## src/rtl/instr_loader_pkg.sv

```systemverilog
`default_nettype none
// +------------------------------------------------------------------------+
// | instr_loader_pkg : constants, loader states and opcodes shared with    |
// |                    the instruction memory and control unit.            |
// | Rev 1.0                                                                |
// +------------------------------------------------------------------------+
package instr_loader_pkg;

  localparam int IMEM_DEPTH_DEF = 181;
  localparam int ADDR_W_DEF     = 16;
  localparam int WORD_W         = 16;
  localparam int BYTE_W         = 8;

  localparam logic [7:0] ENDOP = 8'd51;

  typedef enum logic [3:0] {
    S_IDLE   = 4'd0,
    S_LEN_HI = 4'd1,
    S_LEN_LO = 4'd2,
    S_CHECK  = 4'd3,
    S_DAT_HI = 4'd4,
    S_DAT_LO = 4'd5,
    S_WRITE  = 4'd6,
    S_DONE   = 4'd7,
    S_ERROR  = 4'd8
  } state_t;

  function automatic logic accepts_byte(input state_t s);
    return (s == S_LEN_HI) || (s == S_LEN_LO) || (s == S_DAT_HI) || (s == S_DAT_LO);
  endfunction

  // States in which a new start request is honoured.
  function automatic logic is_settled(input state_t s);
    return (s == S_IDLE) || (s == S_DONE) || (s == S_ERROR);
  endfunction

endpackage
`default_nettype wire

```

## src/rtl/instr_loader_if.sv

```systemverilog
`default_nettype none
// +------------------------------------------------------------------------+
// | instr_loader_if : byte-source handshake, memory write port and status. |
// | Rev 1.0                                                                |
// +------------------------------------------------------------------------+
interface instr_loader_if
  import instr_loader_pkg::*;
#(
  parameter int ADDR_W = ADDR_W_DEF
) ();

  logic                start;
  logic                byte_valid;
  logic [BYTE_W-1:0]   byte_in;
  logic                byte_ready;
  logic                write_en;
  logic [ADDR_W-1:0]   addr;
  logic [WORD_W-1:0]   instr_in;
  logic                busy;
  logic                done;
  logic                error;

  modport master (
    input  start, byte_valid, byte_in,
    output byte_ready, write_en, addr, instr_in, busy, done, error
  );

  modport slave (
    output start, byte_valid, byte_in,
    input  byte_ready, write_en, addr, instr_in, busy, done, error
  );

endinterface
`default_nettype wire

```

## src/rtl/instr_loader.sv

```systemverilog
`default_nettype none
// +------------------------------------------------------------------------+
// | instr_loader : loads a length-prefixed byte stream into instr memory.  |
// | Rev 1.0                                                                |
// +------------------------------------------------------------------------+
module instr_loader
  import instr_loader_pkg::*;
#(
  parameter int IMEM_DEPTH = IMEM_DEPTH_DEF,
  parameter int ADDR_W     = ADDR_W_DEF
) (
  input  wire logic      clk,
  input  wire logic      rst_n,
  instr_loader_if.master bus
);

  state_t              r_state;
  state_t              w_next;
  logic [WORD_W-1:0]   r_len;
  logic [BYTE_W-1:0]   r_hi;
  logic [WORD_W-1:0]   r_instr;
  logic [ADDR_W-1:0]   r_addr;
  logic [ADDR_W-1:0]   r_cnt;
  logic [ADDR_W-1:0]   w_cnt_inc;
  logic                w_xfer;
  logic                w_start_ok;

  assign w_xfer     = bus.byte_valid & accepts_byte(r_state);
  assign w_start_ok = bus.start & is_settled(r_state);
  assign w_cnt_inc  = r_cnt + ADDR_W'(1);

  always_ff @(posedge clk or negedge rst_n) begin
    if (!rst_n) begin
      r_state <= S_IDLE;
    end else begin
      r_state <= w_next;
    end
  end

  // The length is registered before being checked, so DONE/ERROR
  // follow the low length byte by one extra cycle.
  always_comb begin
    w_next = r_state;
    unique case (r_state)
      S_IDLE, S_DONE, S_ERROR: begin
        if (w_start_ok) w_next = S_LEN_HI;
      end
      S_LEN_HI: if (w_xfer) w_next = S_LEN_LO;
      S_LEN_LO: if (w_xfer) w_next = S_CHECK;
      S_CHECK: begin
        if (r_len == '0) begin
          w_next = S_DONE;
        end else if (32'(r_len) > 32'(IMEM_DEPTH)) begin
          w_next = S_ERROR;
        end else begin
          w_next = S_DAT_HI;
        end
      end
      S_DAT_HI: if (w_xfer) w_next = S_DAT_LO;
      S_DAT_LO: if (w_xfer) w_next = S_WRITE;
      S_WRITE: begin
        if (32'(w_cnt_inc) == 32'(r_len)) begin
          w_next = S_DONE;
        end else begin
          w_next = S_DAT_HI;
        end
      end
      default: w_next = S_IDLE;
    endcase
  end

  always_ff @(posedge clk or negedge rst_n) begin
    if (!rst_n) begin
      r_len   <= '0;
      r_hi    <= '0;
      r_instr <= '0;
      r_addr  <= '0;
      r_cnt   <= '0;
    end else begin
      if (w_start_ok) begin
        r_cnt <= '0;
      end
      if (w_xfer && r_state == S_LEN_HI) begin
        r_len[15:8] <= bus.byte_in;
      end
      if (w_xfer && r_state == S_LEN_LO) begin
        r_len[7:0] <= bus.byte_in;
      end
      if (w_xfer && r_state == S_DAT_HI) begin
        r_hi <= bus.byte_in;
      end
      // Word and address update together so both hold steady outside WRITE.
      if (w_xfer && r_state == S_DAT_LO) begin
        r_instr <= {r_hi, bus.byte_in};
        r_addr  <= r_cnt;
      end
      if (r_state == S_WRITE) begin
        r_cnt <= w_cnt_inc;
      end
    end
  end

  assign bus.byte_ready = accepts_byte(r_state);
  assign bus.write_en   = (r_state == S_WRITE);
  assign bus.addr       = r_addr;
  assign bus.instr_in   = r_instr;
  assign bus.busy       = ~is_settled(r_state);
  assign bus.done       = (r_state == S_DONE);
  assign bus.error      = (r_state == S_ERROR);

endmodule
`default_nettype wire
```

## src/flat_wrapper.sv

```systemverilog
// flat-port wrapper written by rule: the top's interface ports become plain ports
module instr_loader_flat import instr_loader_pkg::*;
#(
  parameter int IMEM_DEPTH = IMEM_DEPTH_DEF,
  parameter int ADDR_W     = ADDR_W_DEF
)
  (clk, rst_n, bus_start, bus_byte_valid, bus_byte_in, bus_byte_ready, bus_write_en, bus_addr, bus_instr_in, bus_busy, bus_done, bus_error);
  instr_loader_if #(.ADDR_W(ADDR_W)) bus_i ();
  input  wire logic clk;
  input  wire logic rst_n;
  input wire logic [$bits(bus_i.start)-1:0] bus_start;
  input wire logic [$bits(bus_i.byte_valid)-1:0] bus_byte_valid;
  input wire logic [$bits(bus_i.byte_in)-1:0] bus_byte_in;
  output wire logic [$bits(bus_i.byte_ready)-1:0] bus_byte_ready;
  output wire logic [$bits(bus_i.write_en)-1:0] bus_write_en;
  output wire logic [$bits(bus_i.addr)-1:0] bus_addr;
  output wire logic [$bits(bus_i.instr_in)-1:0] bus_instr_in;
  output wire logic [$bits(bus_i.busy)-1:0] bus_busy;
  output wire logic [$bits(bus_i.done)-1:0] bus_done;
  output wire logic [$bits(bus_i.error)-1:0] bus_error;
  assign bus_i.start = bus_start;
  assign bus_i.byte_valid = bus_byte_valid;
  assign bus_i.byte_in = bus_byte_in;
  assign bus_byte_ready = bus_i.byte_ready;
  assign bus_write_en = bus_i.write_en;
  assign bus_addr = bus_i.addr;
  assign bus_instr_in = bus_i.instr_in;
  assign bus_busy = bus_i.busy;
  assign bus_done = bus_i.done;
  assign bus_error = bus_i.error;
  instr_loader #(.IMEM_DEPTH(IMEM_DEPTH), .ADDR_W(ADDR_W)) u_core (.clk(clk), .rst_n(rst_n), .bus(bus_i));
endmodule
```

## config.mk

```make
export PLATFORM = sky130hd
export DESIGN_NAME = instr_loader_flat
export DESIGN_NICKNAME = d
export VERILOG_FILES = /design/src/rtl/instr_loader_pkg.sv /design/src/rtl/instr_loader_if.sv /design/src/rtl/instr_loader.sv /design/src/flat_wrapper.sv
export SDC_FILE = /design/constraint.sdc
export NUM_CORES = 1
export LEC_CHECK = 0
export ABC_AREA = 1
export CORE_AREA = 2 2 82 100
export DETAILED_ROUTE_END_ITERATION = 8
export DIE_AREA = 0 0 84 102
export HOLD_SLACK_MARGIN = 0.05
export PLACE_DENSITY = 0.75
export SYNTH_ARGS = -nofsm -noshare
export SYNTH_HDL_FRONTEND = slang
export SYNTH_SLANG_ARGS = --single-unit
```

## constraint.sdc

```tcl
create_clock -name clk -period 1.6 [get_ports clk]
set_input_delay 0.16 -clock clk [delete_from_list [all_inputs] [get_ports clk]]
set_output_delay 0.16 -clock clk [all_outputs]
set_load 0.02 [all_outputs]
```

Word-level counts from Yosys, hierarchy flattened --
Index checks and enable logic that the tools add are counted.
Word-level totals: input port bits 12, register bits after elaboration 76, output and inout bits 37, logic and storage cells 51
Cells by class: reduce and logical (&&, ||, !) cells 14, magnitude comparators 1, $add $sub $neg 1, muxes and demuxes 11, equal/unequal tests 14, bitwise gates (word level) 3
Operator list (count):
- $mux W16 | 2
- $mux W4 | 7
- $pmux W4 S7 | 1
- $add A16 B1 Y16 const B | 1
- $eq A16 B16 Y1 | 1
- $eq A4 B3 Y1 const B | 4
- $gt A16 B8 Y1 const B | 1
- $logic_not A16 Y1 | 1
- $ne A2 B1 Y1 const B | 5
- $eq A4 B2 Y1 const B | 2
- $logic_or A1 B1 Y1 | 5
- $reduce_and A5 Y1 | 1
- $eq A4 B1 Y1 const B | 1
- $eq A4 B4 Y1 const B | 1
- $logic_and A1 B1 Y1 | 4
- $logic_not A4 Y1 | 1
- $reduce_or A3 Y1 | 1
- $and A1 B1 Y1 | 2
- $mux W2 | 1
- $reduce_bool A2 Y1 | 1
- $not A1 Y1 | 1

Longest topological paths before layout --
word-level depth 7, mapped depth 15, depth with buffers taken out 15

Worst setup path before layout --
OpenSTA, ideal clock, no wires.
path kind flip-flop to flip-flop, from register u_core.r_state[3], to register u_core.r_state[2], arrival 1.579 ns, stages on the path, launching flop included 8, path slack -0.102 ns, data required time 1.477 ns, path buffers 0, path through dfrtp_1 -> inv_1 -> nand2_1 -> nor2_1 -> nor2_1 -> o21a_1 -> o21ai_0 -> nand2_1
Between the ends: elaborated cells between the ends (all ways) 24, those cells by class eq/ne: 13; mux: 1; bitwise: 2; reduce/logical: 8
RTL lines:
- from (decl) | RTL line instr_loader.sv:17 | state_t r_state;
- from (signal assigned) | RTL line instr_loader.sv:36 | r_state <= w_next;
- $eq A4 B3 Y1 *
- net bus_done | RTL line flat_wrapper.sv:19 | output wire logic [$bits(bus_i.done)-1:0] bus_done;
- $logic_or A1 B1 Y1 (2 in a row) | RTL line instr_loader_pkg.sv:34 | return (s == S_IDLE) || (s == S_DONE) || (s == S_ERROR);
- $and A1 B1 Y1 | RTL line instr_loader.sv:29 | assign w_start_ok = bus.start & is_settled(r_state);
- $ne A2 B1 Y1 (no source line)
- $reduce_and A5 Y1 (no source line)
Mark *: on every way through the listed nets, which the timed path passes. The rest lies on a longest branch. A chain may end at the register's enable or synchronous reset.

Worst setup path in the final report --
from register u_core.r_state[0], to register u_core.r_state[0]
Between the ends: cells in the longest elaborated chain, start to end 7, elaborated cells between the ends (all ways) 24, those cells by class eq/ne: 13; mux: 1; bitwise: 2; reduce/logical: 8
RTL lines:
- $eq A4 B1 Y1 / $eq A4 B2 Y1 (equally long branches) | RTL line instr_loader_pkg.sv:29, instr_loader.sv:44
- $logic_or A1 B1 Y1 (3 in a row) | RTL line instr_loader_pkg.sv:29 | return (s == S_LEN_HI) || (s == S_LEN_LO) || (s == S_DAT_HI) || (s == S_DAT_LO);
- $and A1 B1 Y1 | RTL line instr_loader.sv:28 | assign w_xfer = bus.byte_valid & accepts_byte(r_state);
- $ne A2 B1 Y1 (no source line)
- $reduce_and A5 Y1 (no source line)
Parallel ways exist; a longest one is shown, timed or not.

==> impl_metrics.py <==
metrics = {
    "run_status": {
        "outcome": "finished, violations left",
        "violations": "negative setup slack",
    },
    "route": {
        "wirelength_um": 11110,
        "wire_per_inst_um": 16.60,
        "dr.first_iter.drc_count": 362,
        "ant_nets": 0,
        "post-route-drc-count": 0,
        "viasPerCell": 5.581,
        "num_vias": 3734,
        "drt_first_pass_iters": 5,
    },
    "sta": {
        "finalCriticalPeriod_ns": 1.820,
        "worst_pin_slew_ns": 0.4036,
        "fmax_mhz": 549.5,
        "holdWs_ns": 0.2649,
        "skew_ns": 0.006830,
        "rsz0062_at_grt": "true",
        "setup_ws_ns": -0.2200,
        "fin_crit_sh": 1.137,
        "slew_headroom": 0.7309,
        "slew_viol_final": 0,
        "setup_viol": 42,
        "hold_viol_final": 0,
    },
    "final_layout": {
        "area_delta_synth_final_pct": 44.72,
        "final_nets": 585,
        "drive_gt1_frac": 0.2842,
        "antenna-diode-count": 0,
    },
    "pwr": {
        "p_leak_nw": 2.441,
        "irDropWorstVdd_mv": 1.477,
        "p_per_area_nw_per_um2": 1749,
    },
    "logic_synthesis": {
        "netlist_instances": 452,
        "synth_area_um2": 3719,
        "syn-num-nets": 465,
        "synth.yosys.seq_area_share": 0.5114,
        "synth_area_leaders": "dfrtp_1, nand2_1, nand3_1",
        "yosysTopAreaCell": "dfrtp_1",
        "yosysTopAreaCellShare": 0.5114,
        "yosys_register_bits": 76,
        "synth_warnings": 0,
        "synthDistinctLibCells": 30,
        "synth.avg_cell_area_um2": 8.227,
    },
    "clock_network": {
        "clk_pin_slew_worst_paths_ns": 0.09,
        "clock-sinks": 76,
        "insertion_delay_ns": 0.37,
        "clockBufferDepth": 2,
        "htree_levels": 3,
        "cts_tree": "yes",
        "cts_buffers": 9,
        "cts_root_buffer": "clkbuf_8",
    },
    "floorplanning": {
        "ios": 49,
        "die_w_um": 84,
        "coreArea_um2": 7576,
        "die_height_um": 102,
        "die_area_um2": 8568,
        "rows": 35,
        "start_util": 0.4908,
    },
    "grt": {
        "grt_use_total": 0.2515,
        "grt_overflow_total": 0,
        "grt_max_degree": 48,
        "antenna_found_initial": 0,
        "grt_pass1_wl_um": 16960,
        "grt_pass1_vias": 3550,
    },
    "placement": {
        "io_buffers": 48,
        "routabilityCongestion": 0.9589,
        "place_ws_ns": -0.1537,
        "hpwl_um": 6710,
    },
    "worst_setup_path": {
        "rr_worst_depth": 14,
        "cp-end-kind": "flip-flop",
        "crit_type": "flip-flop to flip-flop",
        "worstPathRequired_ns": 1.91,
        "cpPeakStageDelay_ns": 0.46,
        "crit_path_start_kind": "flip-flop",
        "worstPathArrival_ns": 2.13,
        "worstPathMaxFanout": 4,
        "crit_top_cell": "nand2_1",
        "path_cells": "inv_4, nand2_2, nor2_4, buf_6, nand2_1, nor2_1, nand2_1, nor2_1, nand3_1, nor2_1, nand3_1, nand2_1, nand2_1, nand2_1",
        "worst_path_max_delay_cell": "dfrtp_2",
    },
    "hold_path": {
        "hold_class": "input pin to async pin",
    },
    "flow_run": {
        "drv_cap": 0,
    },
}
==> registers in the layout, summed over array words and instances (netlist names) <==
signal and cells:
u_core.r_cnt 16, u_core.r_hi 8, u_core.r_state 4, u_core.bus.addr 16
u_core.r_len 16, u_core.bus.instr_in 16
==> cells in the final DEF (no fill, tap or decap), drive strengths merged <==
cell type / n
nand2: 115
o21a: 1
xor2: 2
nor2: 53
nor4: 3
nand4: 10
clkdlybuf4s50: 42
nor3: 4
nand3: 40
inv: 53
xor3: 1
bufbuf: 1
o22ai: 7
xnor2: 3
dfrtp: 76
nand3b: 1
dlygate4sd3: 1
ha: 1
mux2: 8
o21ai: 42
clkinv: 1
clkbuf: 10
a21oi: 27
buf: 73
clkinvlp: 2
==> metrics by stage <==
step,setup TNS (ns),util,total power [W],area [um^2],std cells
floorplan,-0.03393,-,0.005175,3731,452
global placement,-2.060,0.6135,0.006838,4648,628
detailed placement,-2.303,0.6135,0.006943,4648,628
CTS,-1.084,0.6629,0.008733,5022,656
global route,-6.157,0.7103,0.009935,5381,669
finish,-3.522,0.7103,0.009411,5381,669
==> cells by family after synthesis <==
family / share of synthesized area
simple gates: 0.2692
compound gates: 0.1087
flops: 0.5114
buf+inv: 0.06494
mux: 0.02423
xor+xnor: 0.01817
fa+ha+maj: 0.003364
==> repair_timing <==
item,CTS,global route
resized for setup,54,68
pin swaps,3,13
endpoints found under the setup margin,46,72
cloned,3,3
setup buffers,9,11
hold buffers,1,0
endpoints found under the hold margin,29,0
==> area by class of cell <==
cell class,count,area (um^2)
flip-flops and latches,76,1907
multi-input cells,318,1836
repair buffers,118,1147
fillers,543,2195
clock buffers,9,123.9
clock inverters,7,58.81
well taps,92,115.1
inverters,49,193.9
==> final timing paths <==
check,slack [ns],endpoint,startpoint
min in group clk,0.43,u_core.r_len[7]$_DFFE_PN0P_,bus_byte_in[7]
hold / removal,0.26,u_core.bus.addr[4]$_DFFE_PN0P_,rst_n
max in group asynchronous,0.73,u_core.r_state[2]$_DFFE_PN0P_,rst_n
setup reg to reg,-0.22,u_core.r_state[0]$_DFFE_PN0P_,u_core.r_state[0]$_DFFE_PN0P_
hold reg to reg,0.50,u_core.r_hi[5]$_DFFE_PN0P_,u_core.r_hi[5]$_DFFE_PN0P_
setup / recovery,-0.22,u_core.r_state[0]$_DFFE_PN0P_,u_core.r_state[0]$_DFFE_PN0P_
==> layer usage <==
metal,vias up,track usage,part of all wire
li1,1739,-,-
met5,-,0,0
met1,1773,0.3158,0.40
met3,45,0.05412,0.057
met2,177,0.4166,0.50
met4,0,0.1253,0.042
==> report_power, final <==
part           total [W]  switching, W  internal (W)
Combinational    0.00482       0.00249       0.00233
Sequential       0.00318      0.000566       0.00262
Clock            0.00140      0.000818      0.000587
Total            0.00941       0.00388       0.00553
==> worst max-delay path, delay by kind of cell (launching register included) <==
family,cells,cell delay (ns)
buffers and inverters,2,0.21
flip-flops,1,0.46
AND/OR/NAND/NOR,12,1.07
==> synth_stat cells <==
master    number
a21oi_1       26
a21oi_2        1
buf_2          7
buf_4          2
clkbuf_1       2
dfrtp_1       76
ha_1           1
inv_1         46
inv_2          3
mux2_2         8
nand2_1      111
nand2_2        3
nand3_1       36
nand3_2        1
nand3_4        2
nand3b_1       1
nand4_1       10
nor2_1        44
nor2_2         7
nor2_4         2
nor3_1         4
nor4_1         3
o21a_1         1
o21ai_0       23
o21ai_1       18
o21ai_2        1
o22ai_1        7
xnor2_1        3
xor2_1         2
xor3_1         1
Power figures use the tool's default switching activity.
